### src/rtl/id_ex_stage.sv
// ID/EX pipeline register: captures decoded fields and register-file read
// data, inserts a one-cycle bubble on load-use hazards, honours EX
// back-pressure and branch flush, and keeps saturating bubble/stall counters.
module id_ex_stage #(
  parameter int unsigned XLEN  = 32,
  parameter int unsigned AW    = 5,
  parameter int unsigned CW    = 8,
  parameter int unsigned CNT_W = 16
) (
  input  logic             clk_i,
  input  logic             rst_n_i,
  input  logic             id_valid_i,
  output logic             id_ready_o,
  input  logic [XLEN-1:0]  id_pc_i,
  input  logic [XLEN-1:0]  id_imm_i,
  input  logic [AW-1:0]    id_rs1addr_i,
  input  logic [AW-1:0]    id_rs2addr_i,
  input  logic [AW-1:0]    id_rdaddr_i,
  input  logic [XLEN-1:0]  id_rs1data_i,
  input  logic [XLEN-1:0]  id_rs2data_i,
  input  logic             id_uses_rs1_i,
  input  logic             id_uses_rs2_i,
  input  logic [CW-1:0]    id_ctrl_i,
  input  logic             ex_ready_i,
  input  logic             flush_i,
  output logic             ex_valid_o,
  output logic [XLEN-1:0]  ex_pc_o,
  output logic [XLEN-1:0]  ex_imm_o,
  output logic [XLEN-1:0]  ex_rs1data_o,
  output logic [XLEN-1:0]  ex_rs2data_o,
  output logic [AW-1:0]    ex_rs1addr_o,
  output logic [AW-1:0]    ex_rs2addr_o,
  output logic [AW-1:0]    ex_rdaddr_o,
  output logic [CW-1:0]    ex_ctrl_o,
  output logic [CNT_W-1:0] lu_bubble_cnt_o,
  output logic [CNT_W-1:0] ex_stall_cnt_o
);

  localparam int unsigned     MEMREAD_BIT = 1;
  localparam logic [CNT_W-1:0] CNT_MAX    = '1;

  logic hz_c;
  logic rs1_match_c;
  logic rs2_match_c;

  // Load-use hazard: EX holds a load to a non-zero rd that ID wants to read.
  always_comb begin
    rs1_match_c = id_uses_rs1_i && (id_rs1addr_i == ex_rdaddr_o);
    rs2_match_c = id_uses_rs2_i && (id_rs2addr_i == ex_rdaddr_o);
    hz_c        = ex_valid_o && ex_ctrl_o[MEMREAD_BIT] && (ex_rdaddr_o != '0)
                  && id_valid_i && (rs1_match_c || rs2_match_c);
  end

  // Consume ID on flush (instruction is killed) or when EX advances without hazard.
  assign id_ready_o = rst_n_i && (flush_i || (ex_ready_i && !hz_c));

  // Pipeline register and performance counters, flush > stall > bubble > capture.
  always_ff @(posedge clk_i or negedge rst_n_i) begin
    if (!rst_n_i) begin
      ex_valid_o      <= 1'b0;
      ex_pc_o         <= '0;
      ex_imm_o        <= '0;
      ex_rs1data_o    <= '0;
      ex_rs2data_o    <= '0;
      ex_rs1addr_o    <= '0;
      ex_rs2addr_o    <= '0;
      ex_rdaddr_o     <= '0;
      ex_ctrl_o       <= '0;
      lu_bubble_cnt_o <= '0;
      ex_stall_cnt_o  <= '0;
    end else if (flush_i) begin
      ex_valid_o <= 1'b0;
      ex_ctrl_o  <= '0;
    end else if (!ex_ready_i) begin
      if (ex_valid_o && (ex_stall_cnt_o != CNT_MAX)) begin
        ex_stall_cnt_o <= ex_stall_cnt_o + CNT_W'(1);
      end
    end else if (hz_c) begin
      ex_valid_o <= 1'b0;
      ex_ctrl_o  <= '0;
      if (lu_bubble_cnt_o != CNT_MAX) begin
        lu_bubble_cnt_o <= lu_bubble_cnt_o + CNT_W'(1);
      end
    end else if (id_valid_i) begin
      ex_valid_o   <= 1'b1;
      ex_pc_o      <= id_pc_i;
      ex_imm_o     <= id_imm_i;
      ex_rs1data_o <= id_rs1data_i;
      ex_rs2data_o <= id_rs2data_i;
      ex_rs1addr_o <= id_rs1addr_i;
      ex_rs2addr_o <= id_rs2addr_i;
      ex_rdaddr_o  <= id_rdaddr_i;
      ex_ctrl_o    <= id_ctrl_i;
    end else begin
      ex_valid_o <= 1'b0;
      ex_ctrl_o  <= '0;
    end
  end

endmodule

### config.mk
export PLATFORM = sky130hd
export DESIGN_NAME = id_ex_stage
export DESIGN_NICKNAME = d
export VERILOG_FILES = /design/src/rtl/id_ex_stage.sv
export SDC_FILE = /design/constraint.sdc
export NUM_CORES = 1
export LEC_CHECK = 0
export CORE_AREA = 4 4 141 143
export DETAILED_ROUTE_END_ITERATION = 8
export DIE_AREA = 0 0 145 147
export PLACE_DENSITY = 0.84
export SLEW_MARGIN = 40
export SYNTH_ARGS = -nofsm -noshare
export SYNTH_HDL_FRONTEND = slang
export SYNTH_SLANG_ARGS = --single-unit
### constraint.sdc
create_clock -name clk_i -period 3 [get_ports clk_i]
set_input_delay 0.75 -clock clk_i [delete_from_list [all_inputs] [get_ports clk_i]]
set_output_delay 0.75 -clock clk_i [all_outputs]
set_load 0.02 [all_outputs]
==> results of run 1 <==
-- cell type report --
type                            instances  area share, %
Sequential cell                       184           38.9
Timing Repair Buffer                  370           31.7
Multi-Input combinational cell        285           22.0
Clock buffer                           19           3.74
Tap cell                              234           2.48
Clock inverter                         13           1.10
-- sequential cells by signal (all words and copies together), names as in the netlist --
| register | flops |
|---|---|
| ex_rs2data_o | 32 |
| ex_pc_o | 32 |
| ex_rs2addr_o | 5 |
| ex_stall_cnt_o | 16 |
| lu_bubble_cnt_o | 16 |
| ex_imm_o | 32 |
| ex_valid_o | 1 |
| ex_ctrl_o | 8 |
| ex_rs1addr_o | 5 |
| ex_rdaddr_o | 5 |
| ex_rs1data_o | 32 |
-- metrics by stage --
stage	setup TNS [ps]	instances
finish	0	1105
CTS	0	1105
global route	0	1105
global placement	-2200	1072
floorplan	0	488
detailed placement	-2000	1072
-- worst max-delay path by stage --
| stage | start | endpoint |
|---|---|---|
| after floorplan | ex_rdaddr_o[0] | id_ready_o |
| after global placement | id_rs2addr_i[2] | id_ready_o |
| after detailed placement | id_rs2addr_i[2] | id_ready_o |
| after CTS | id_rs2addr_i[0] | id_ready_o |
| after global routing | id_rs1addr_i[4] | id_ready_o |
| final | id_rs1addr_i[0] | id_ready_o |
-- worst register-to-register path: stages, from the launching register on --
cell and delay, ps:
dfrtp_1 380, or4_1 580, o21a_1 220, buf_4 180
a21oi_4 220, buf_12 200, buf_12 190, mux2_2 360
-- power by group through the flow --
stage	logic [uW]	clock network [uW]	registers [uW]
floorplan	392	0	3610
global placement	2090	0	3100
detailed placement	2140	0	3130
CTS	2150	2230	3080
global route	2230	2340	3130
finish	2120	2170	3080
-- kinds of logic (layout without fill, tap and decap cells) --
logic type | after synthesis | after routing | synth area share [%]
xor+xnor | 40 | 40 | 4.77
buf+inv | 19 | 402 | 2.06
mux | 145 | 145 | 22.2
flops | 184 | 184 | 62.7
simple gates | 82 | 82 | 6.10
fa+ha+maj | 2 | 2 | 0.341
compound gates | 16 | 16 | 1.74
-- timing repair --
| action | in CTS | in global routing |
|---|---|---|
| pin swaps | 2 | 4 |
| setup endpoints to repair | 1 | 1 |
| hold endpoints to repair | 0 | 0 |
| buffers inserted | 1 | 0 |
| gates resized for setup | 7 | 7 |
-- cell usage in the layout (no fill, tap or decap), types with 3 or more instances in the layout --
cell	n
and3_1	9
buf_12	8
mux2_1	82
a22o_1	8
nand2_1	12
inv_6	5
clkdlybuf4s50_1	336
clkinv_4	3
dlymetal6s2s_1	4
xor2_1	4
buf_6	3
dfrtp_1	184
nand4_1	12
buf_4	19
xnor2_1	34
clkbuf_16	17
mux2_2	63
nor2_1	9
nand3_1	23
-- cells in the mapped netlist (3+ instances only) --
cell	instances
dfrtp_1	184
buf_6	9
mux2_1	82
nand2_1	12
xnor2_1	36
and2_1	3
nor2_1	9
nand3_1	23
and3_1	9
nand4_1	12
mux2_2	63
buf_2	7
a22o_1	8
xor2_1	4
-- layer usage --
layer / global-route usage (%) / wire, um / up-vias
met5: 0 / 0 / -
met4: 6.08 / 440 / 0
met3: 5.92 / 1450 / 37
met2: 34.5 / 10600 / 224
met1: 23.2 / 8060 / 2643
li1: - / - / 2485
==> flow_summary.ini, run 1 <==
[timing]
rsz0062_at_grt = false
finalCriticalPeriod_ps = 2900
fin_ws_ps = 102
setup_viol_count_final = 0
hold_viol = 0
worst_pin_slew_ps = 694
maxSlewHeadroom_pct = 53.7
report.final.slew_viol_count = 0
fin_crit_sh_pct = 96.6
whs_ps = 133
clock.fmax_mhz = 345
fin_skew_ps = 13.0

[setup_path]
worstPathCellList = clkdlybuf4s50_1 -> xnor2_1 -> nand4_1 -> o22ai_2 -> and2_4 -> o21ai_0 -> buf_4
timing.rr.end = ex_imm_o[17]
worstPathMaxFanout = 2
slowest_stage = clkdlybuf4s50_1
cpLargestDelayFamily = buffers and inverters
worstReg2RegStart = ex_rdaddr_o[0]
path_buf_inv = 2
worstPathArrival_ps = 2150
startpoint_type = input port
crit_path_end_kind = primary output
critPathMaxStageDelay_ps = 540
r2r_slack_ps = 560
rr_worst_depth = 7
critical_path_class = in -> out
cp_num_cells = 7
cp.required_ps = 2250

[yosys]
synth_cells = 488
synth_area_mm2 = 0.00734
ys.flop_type = dfrtp_1
syn_area_per_cell_um2 = 15.0
ys_warn_count = 0
ys_top_cells_by_area = dfrtp_1 63%, mux2_1 13%, mux2_2 9.7%
async_flop_share_pct = 100
synth_top_area_cell = dfrtp_1
yosysSeqAreaShare_pct = 62.7
yosysTopAreaCellShare_pct = 62.7
synth_edf_count = 0
synth_cell_types = 33
synth_nets = 648
synth-seq-cells = 184

[cells_and_area]
final-seq-area_mm2 = 0.00460
multi_input_area_mm2 = 0.00261
layout-drive-gt1-share_pct = 14.9
final_util_pct = 63.7
finish.instance_area_mm2 = 0.0118
fillCellCount = 1420
area_delta_synth_final_pct = 61.1
nets = 1018
antenna_cells = 0

[power]
power_uw = 7370
p_int_uw = 5140
power_density_mw_per_mm2 = 623
power_frac_seq_pct = 41.8
p_switching_uw = 2230
p_sw_share_pct = 30.2
pwr-share-clk_pct = 29.5
peakVddDrop_v = 0.000379
leakagePower_uw = 0.00493
pwr-share-comb_pct = 28.7

[floorplanning]
die_w_um = 145
die_area_mm2 = 0.0213
die_h_um = 147
io-pin-count = 343
floorplan.initialDensity_pct = 39.5
core_area_mm2 = 0.0186
rows = 50

[drt]
num_vias = 5389
totalWireLength_um = 20600
drt_iter0_drc = 132
ant_nets = 0
drtPass1Iterations = 4
drc = 0
wl_per_cell_um = 18.6
vias_per_cell = 4.88

[cts]
cts_tree = yes
clk_path_buf_depth = 2
clock-sinks = 184
clk_latency_ps = 430
cts_buffers = 17
clk_pin_slew_ps = 70
cts_root_buf = clkbuf_16
holdBufCountCts = 0
htreeDepth = 4

[global_route]
track_usage_pct = 19.6
antenna_found_initial = 0
grt_max_degree = 75
grt_pass1_wl_um = 33100
grt-ovfl-total = 0
grt_pass1_vias = 5945

[place]
gp_congestion = 0.797
portBuffers = 342
post_dp_cell_area_mm2 = 0.0112
place_hpwl_um = 16100
dp_slack_ps = -470

[worst_hold_path]
hold_class = in -> async

[run_status]
status = complete, no violations

[run]
maxCapViolCount = 0
Power figures use the tool's default switching activity.
==> run 2, diff against run 1 <==
CORE_AREA = 2 2 139 141   (was 4 4 141 143)
DIE_AREA = 0 0 141 143   (was 0 0 145 147)
clock period = 3.4 ns   (was 3 ns; I/O delays follow)
==> run 2 against run 1 <==
  * First-iteration DRC count up 49%
  * Combinational power shrank 13%
  * Flip-flop and latch count stayed put
  * Cell count shrank 1.3%
  * Die area decreased by 5.4%
  * Largest power group unchanged
  * Largest cell class unchanged
==> flow_summary.ini, run 2 (synthesis results as in run 1) <==
[run_status]
status = complete, no violations

[cells_and_area]
multi_input_area_mm2 = 0.00260
final-seq-area_mm2 = 0.00460
fillCellCount = 1438
finish.instance_area_mm2 = 0.0117
antenna_cells = 0
instances_no_fill = 1091
area_delta_synth_final_pct = 59.2
layout-drive-gt1-share_pct = 13.3
most-common-layout-cells = 340 x clkdlybuf4s50_1, 184 x dfrtp_1, 82 x mux2_1, 63 x mux2_2, 35 x xnor2_1
final_util_pct = 62.9
nets = 1005
final_common_cell = clkdlybuf4s50_1

[setup_path]
r2r_slack_ps = 770
critical_path_class = in -> out
startpoint_type = input port
cp.required_ps = 2550
worstPathArrival_ps = 2470
worstPathMaxFanout = 2
crit_path_end_kind = primary output

[timing]
finalCriticalPeriod_ps = 3320
setup_viol_count_final = 0
maxSlewHeadroom_pct = 57.3
report.final.slew_viol_count = 0
fin_crit_sh_pct = 97.7
clock.fmax_mhz = 301
hold_viol = 0
fin_skew_ps = 15.6
worst_pin_slew_ps = 639
whs_ps = 230
rsz0062_at_grt = false

[drt]
vias_per_cell = 4.91
drtPass1Iterations = 4
drc = 0
totalWireLength_um = 20100
drt_iter0_drc = 197
num_vias = 5354
ant_nets = 0
wl_per_cell_um = 18.5

[worst_hold_path]
hold_class = in -> async

[power]
power_uw = 6550
pwr-share-comb_pct = 28.1
power_frac_seq_pct = 41.6
peakVddDrop_v = 0.000338
leakagePower_uw = 0.00481
power_density_mw_per_mm2 = 561
pwr-share-clk_pct = 30.3
p_int_uw = 4610
p_switching_uw = 1950
p_sw_share_pct = 29.7

[global_route]
grt_pass1_wl_um = 31000
grt-ovfl-total = 0
grt_pass1_vias = 5623
antenna_found_initial = 0
track_usage_pct = 19.9
grt_max_degree = 96

[floorplanning]
core_area_mm2 = 0.0186
die_area_mm2 = 0.0202
floorplan.initialDensity_pct = 39.5
die_h_um = 143
rows = 50
io-pin-count = 343
die_w_um = 141

[place]
post_dp_cell_area_mm2 = 0.0111
gp_congestion = 0.811
dp.cells = 1060
place_hpwl_um = 15200
portBuffers = 342

[cts]
cts_buffers = 17
clk_pin_slew_ps = 70
clk_path_buf_depth = 2
clock-sinks = 184
cts_tree = yes
htreeDepth = 4
cts_root_buf = clkbuf_16
clk_latency_ps = 420

[run]
maxCapViolCount = 0
## run 2: final cells by class
class | instances | area share [%]
tap | 234 | 2.51
sequential | 184 | 39.4
clock buffer | 19 | 3.88
multi-input combinational | 285 | 22.2
clock inverter | 12 | 1.18
timing repair buffer | 357 | 30.8
## run 2: routing by layer
metal  global-route usage, %  share of wire [%]  up-vias
met4                    5.63                1.8        0
met3                    6.67                7.3       28
met1                    23.5                 39     2662
met2                    34.8                 52      220
li1                        -                  -     2444
met5                       0                  0        -
## run 2: per-stage QoR
stage                     setup TNS (ps)  setup slack (ps)
after floorplan                        0               521
after global placement              -294              -294
after detailed placement            -306              -306
after CTS                              0              3.25
after global routing                   0             0.781
final                                  0              76.8
## run 2: worst paths after layout
check	startpoint	to	cells after the start
worst min register to register	ex_rs2data_o[10]	ex_rs2data_o[10]	1
worst max-delay path	id_rs2addr_i[4]	id_ready_o	7
max in group asynchronous	rst_n_i	ex_rs1data_o[7]	3
worst min-delay path	rst_n_i	ex_stall_cnt_o[2]	1
min in group clk_i	ex_rs2data_o[10]	ex_rs2data_o[10]	1
worst max register to register	ex_rdaddr_o[4]	ex_imm_o[31]	7
## run 2: critical path, cell delays in order
cell	delay, ps
clkdlybuf4s50_1	520
xnor2_2	140
nand4_1	190
o22ai_2	210
and2_1	180
o21ai_0	100
clkdlybuf4s15_1	290
## run 2: power by group through the flow
| stage | Combinational, uW | Clock, uW | Sequential [uW] |
|---|---|---|---|
| 2_1_floorplan | 346 | 0 | 3180 |
| 3_3_place_gp | 1830 | 0 | 2750 |
| 3_5_place_dp | 1860 | 0 | 2770 |
| 4_1_cts | 1870 | 2030 | 2730 |
| 5_1_grt | 1950 | 2130 | 2770 |
| 6_report | 1840 | 1980 | 2730 |
## run 2: what timing repair did
item / 4_1_cts / 5_1_grt
hold buffers: 0 / 0
setup buffers: 0 / 0
gates resized for setup: 4 / 0
setup endpoints to repair: 1 / 0
==> run 3, diff against run 2 <==
SKIP_CTS_REPAIR_TIMING = 1   (was unset)
==> run 3 against run 2 <==
  * Register-to-register slack about the same
  * Non-clock buffer count is the same
  * Utilization hardly changed
  * Power barely moved
  * Worst setup slack improved by 35 ps
  * First-iteration DRC count rose by 0.51%
  * Largest cell class unchanged
  * Largest power group unchanged
==> flow_summary.ini, run 3 (synthesis results as in run 1) <==
[run_status]
status = complete, no violations

[worst_hold_path]
hold_class = in -> async

[cts]
clock-sinks = 184
cts_tree = yes
clk_pin_slew_ps = 70
cts_root_buf = clkbuf_16
cts_buffers = 17
clk_path_buf_depth = 2
clk_latency_ps = 430
htreeDepth = 4

[global_route]
grt_pass1_vias = 5617
track_usage_pct = 19.9
grt_pass1_wl_um = 31000
grt_max_degree = 96
grt-ovfl-total = 0
antenna_found_initial = 0

[timing]
whs_ps = 230
report.final.slew_viol_count = 0
fin_skew_ps = 16.5
finalCriticalPeriod_ps = 3290
worst_pin_slew_ps = 642
setup_viol_count_final = 0
clock.fmax_mhz = 304
hold_viol = 0
rsz0062_at_grt = false
fin_tns_setup_ps = 0
fin_crit_sh_pct = 96.7
maxSlewHeadroom_pct = 57.1

[cells_and_area]
nets = 1005
layout-drive-gt1-share_pct = 13.3
final_common_cell = clkdlybuf4s50_1
antenna_cells = 0
finish.instance_area_mm2 = 0.0117
most-common-layout-cells = 340 x clkdlybuf4s50_1, 184 x dfrtp_1, 82 x mux2_1, 63 x mux2_2, 35 x xnor2_1
area_delta_synth_final_pct = 59.2

[power]
power_density_mw_per_mm2 = 561
p_int_uw = 4610
p_switching_uw = 1950
power_frac_seq_pct = 41.6
p_sw_share_pct = 29.8
leakagePower_uw = 0.00482
pwr-share-clk_pct = 30.3
peakVddDrop_v = 0.000339
pwr-share-comb_pct = 28.1

[place]
gp_congestion = 0.811
place_hpwl_um = 15200
portBuffers = 342
post_dp_cell_area_mm2 = 0.0111

[setup_path]
worstPathArrival_ps = 2440
startpoint_type = input port
worstPathMaxFanout = 2
crit_path_end_kind = primary output
cp.required_ps = 2550
crit_start = id_rs2addr_i[4]
critical_path_class = in -> out
worstReg2RegStart = ex_rdaddr_o[4]

[drt]
drtPass1Iterations = 4
vias_per_cell = 4.91
num_vias = 5356
wl_per_cell_um = 18.5
drt_iter0_drc = 198
drc = 0
ant_nets = 0
totalWireLength_um = 20200

[floorplanning]
core_area_mm2 = 0.0186
die_w_um = 141
die_area_mm2 = 0.0202
die_h_um = 143
rows = 50
floorplan.initialDensity_pct = 39.5
io-pin-count = 343

[run]
maxCapViolCount = 0
[run 3: cell types whose count changed in the layout (fill, tap and decap cells not counted)]
cell / previous run / this run
clkdlybuf4s15_1: 1 / 0
dlymetal6s2s_1: 0 / 1
[run 3: routing by layer]
metal,share of wire [%],global-route usage [%],routed length [um]
met3,7.1,6.67,1440
met5,0,0,0
met2,52,34.8,10500
met4,1.6,5.53,313
met1,39,23.5,7920
[run 3: area by class of cell]
| type | instances | area, um2 |
|---|---|---|
| fillers | 1439 | 6900 |
| flip-flops and latches | 184 | 4600 |
| repair buffers | 357 | 3600 |
| multi-input cells | 285 | 2600 |
| clock buffers | 19 | 453 |
| well taps | 234 | 293 |
| clock inverters | 12 | 138 |
[run 3: power by group through the flow]
stage | clock network (uW) | registers (uW) | logic [uW]
floorplan | 0 | 3180 | 346
global placement | 0 | 2750 | 1830
detailed placement | 0 | 2770 | 1860
CTS | 2030 | 2730 | 1870
global route | 2130 | 2770 | 1950
finish | 1990 | 2730 | 1850
[run 3: path summary, 6_finish.rpt]
path                                     end  slack [ps]  cells after the start
max                               id_ready_o         110                      7
min                        ex_stall_cnt_o[2]         230                      1
max reg2reg                     ex_imm_o[31]         760                      7
min reg2reg                 ex_rs1data_o[13]         490                      1
max in group asynchronous    ex_rs1data_o[7]        2030                      3
min in group clk_i          ex_rs1data_o[13]         490                      1
[run 3: critical path: stages]
cell and delay [ps]:
clkdlybuf4s50_1 520, xnor2_2 140, nand4_1 190, o22ai_2 250, and2_1 180, o21ai_0 100
dlymetal6s2s_1 210
[run 3: per-stage QoR]
step / cells / util (%) / worst slack [ps] / total power [uW]
after global routing: 1091 / 62.9 / 38.7 / 6850
after floorplan: 488 / - / 521 / 3530
after CTS: 1091 / 62.8 / -320 / 6630
after global placement: 1059 / 59.5 / -294 / 4590
after detailed placement: 1060 / 59.6 / -306 / 4630
final: 1091 / 62.9 / 112 / 6560
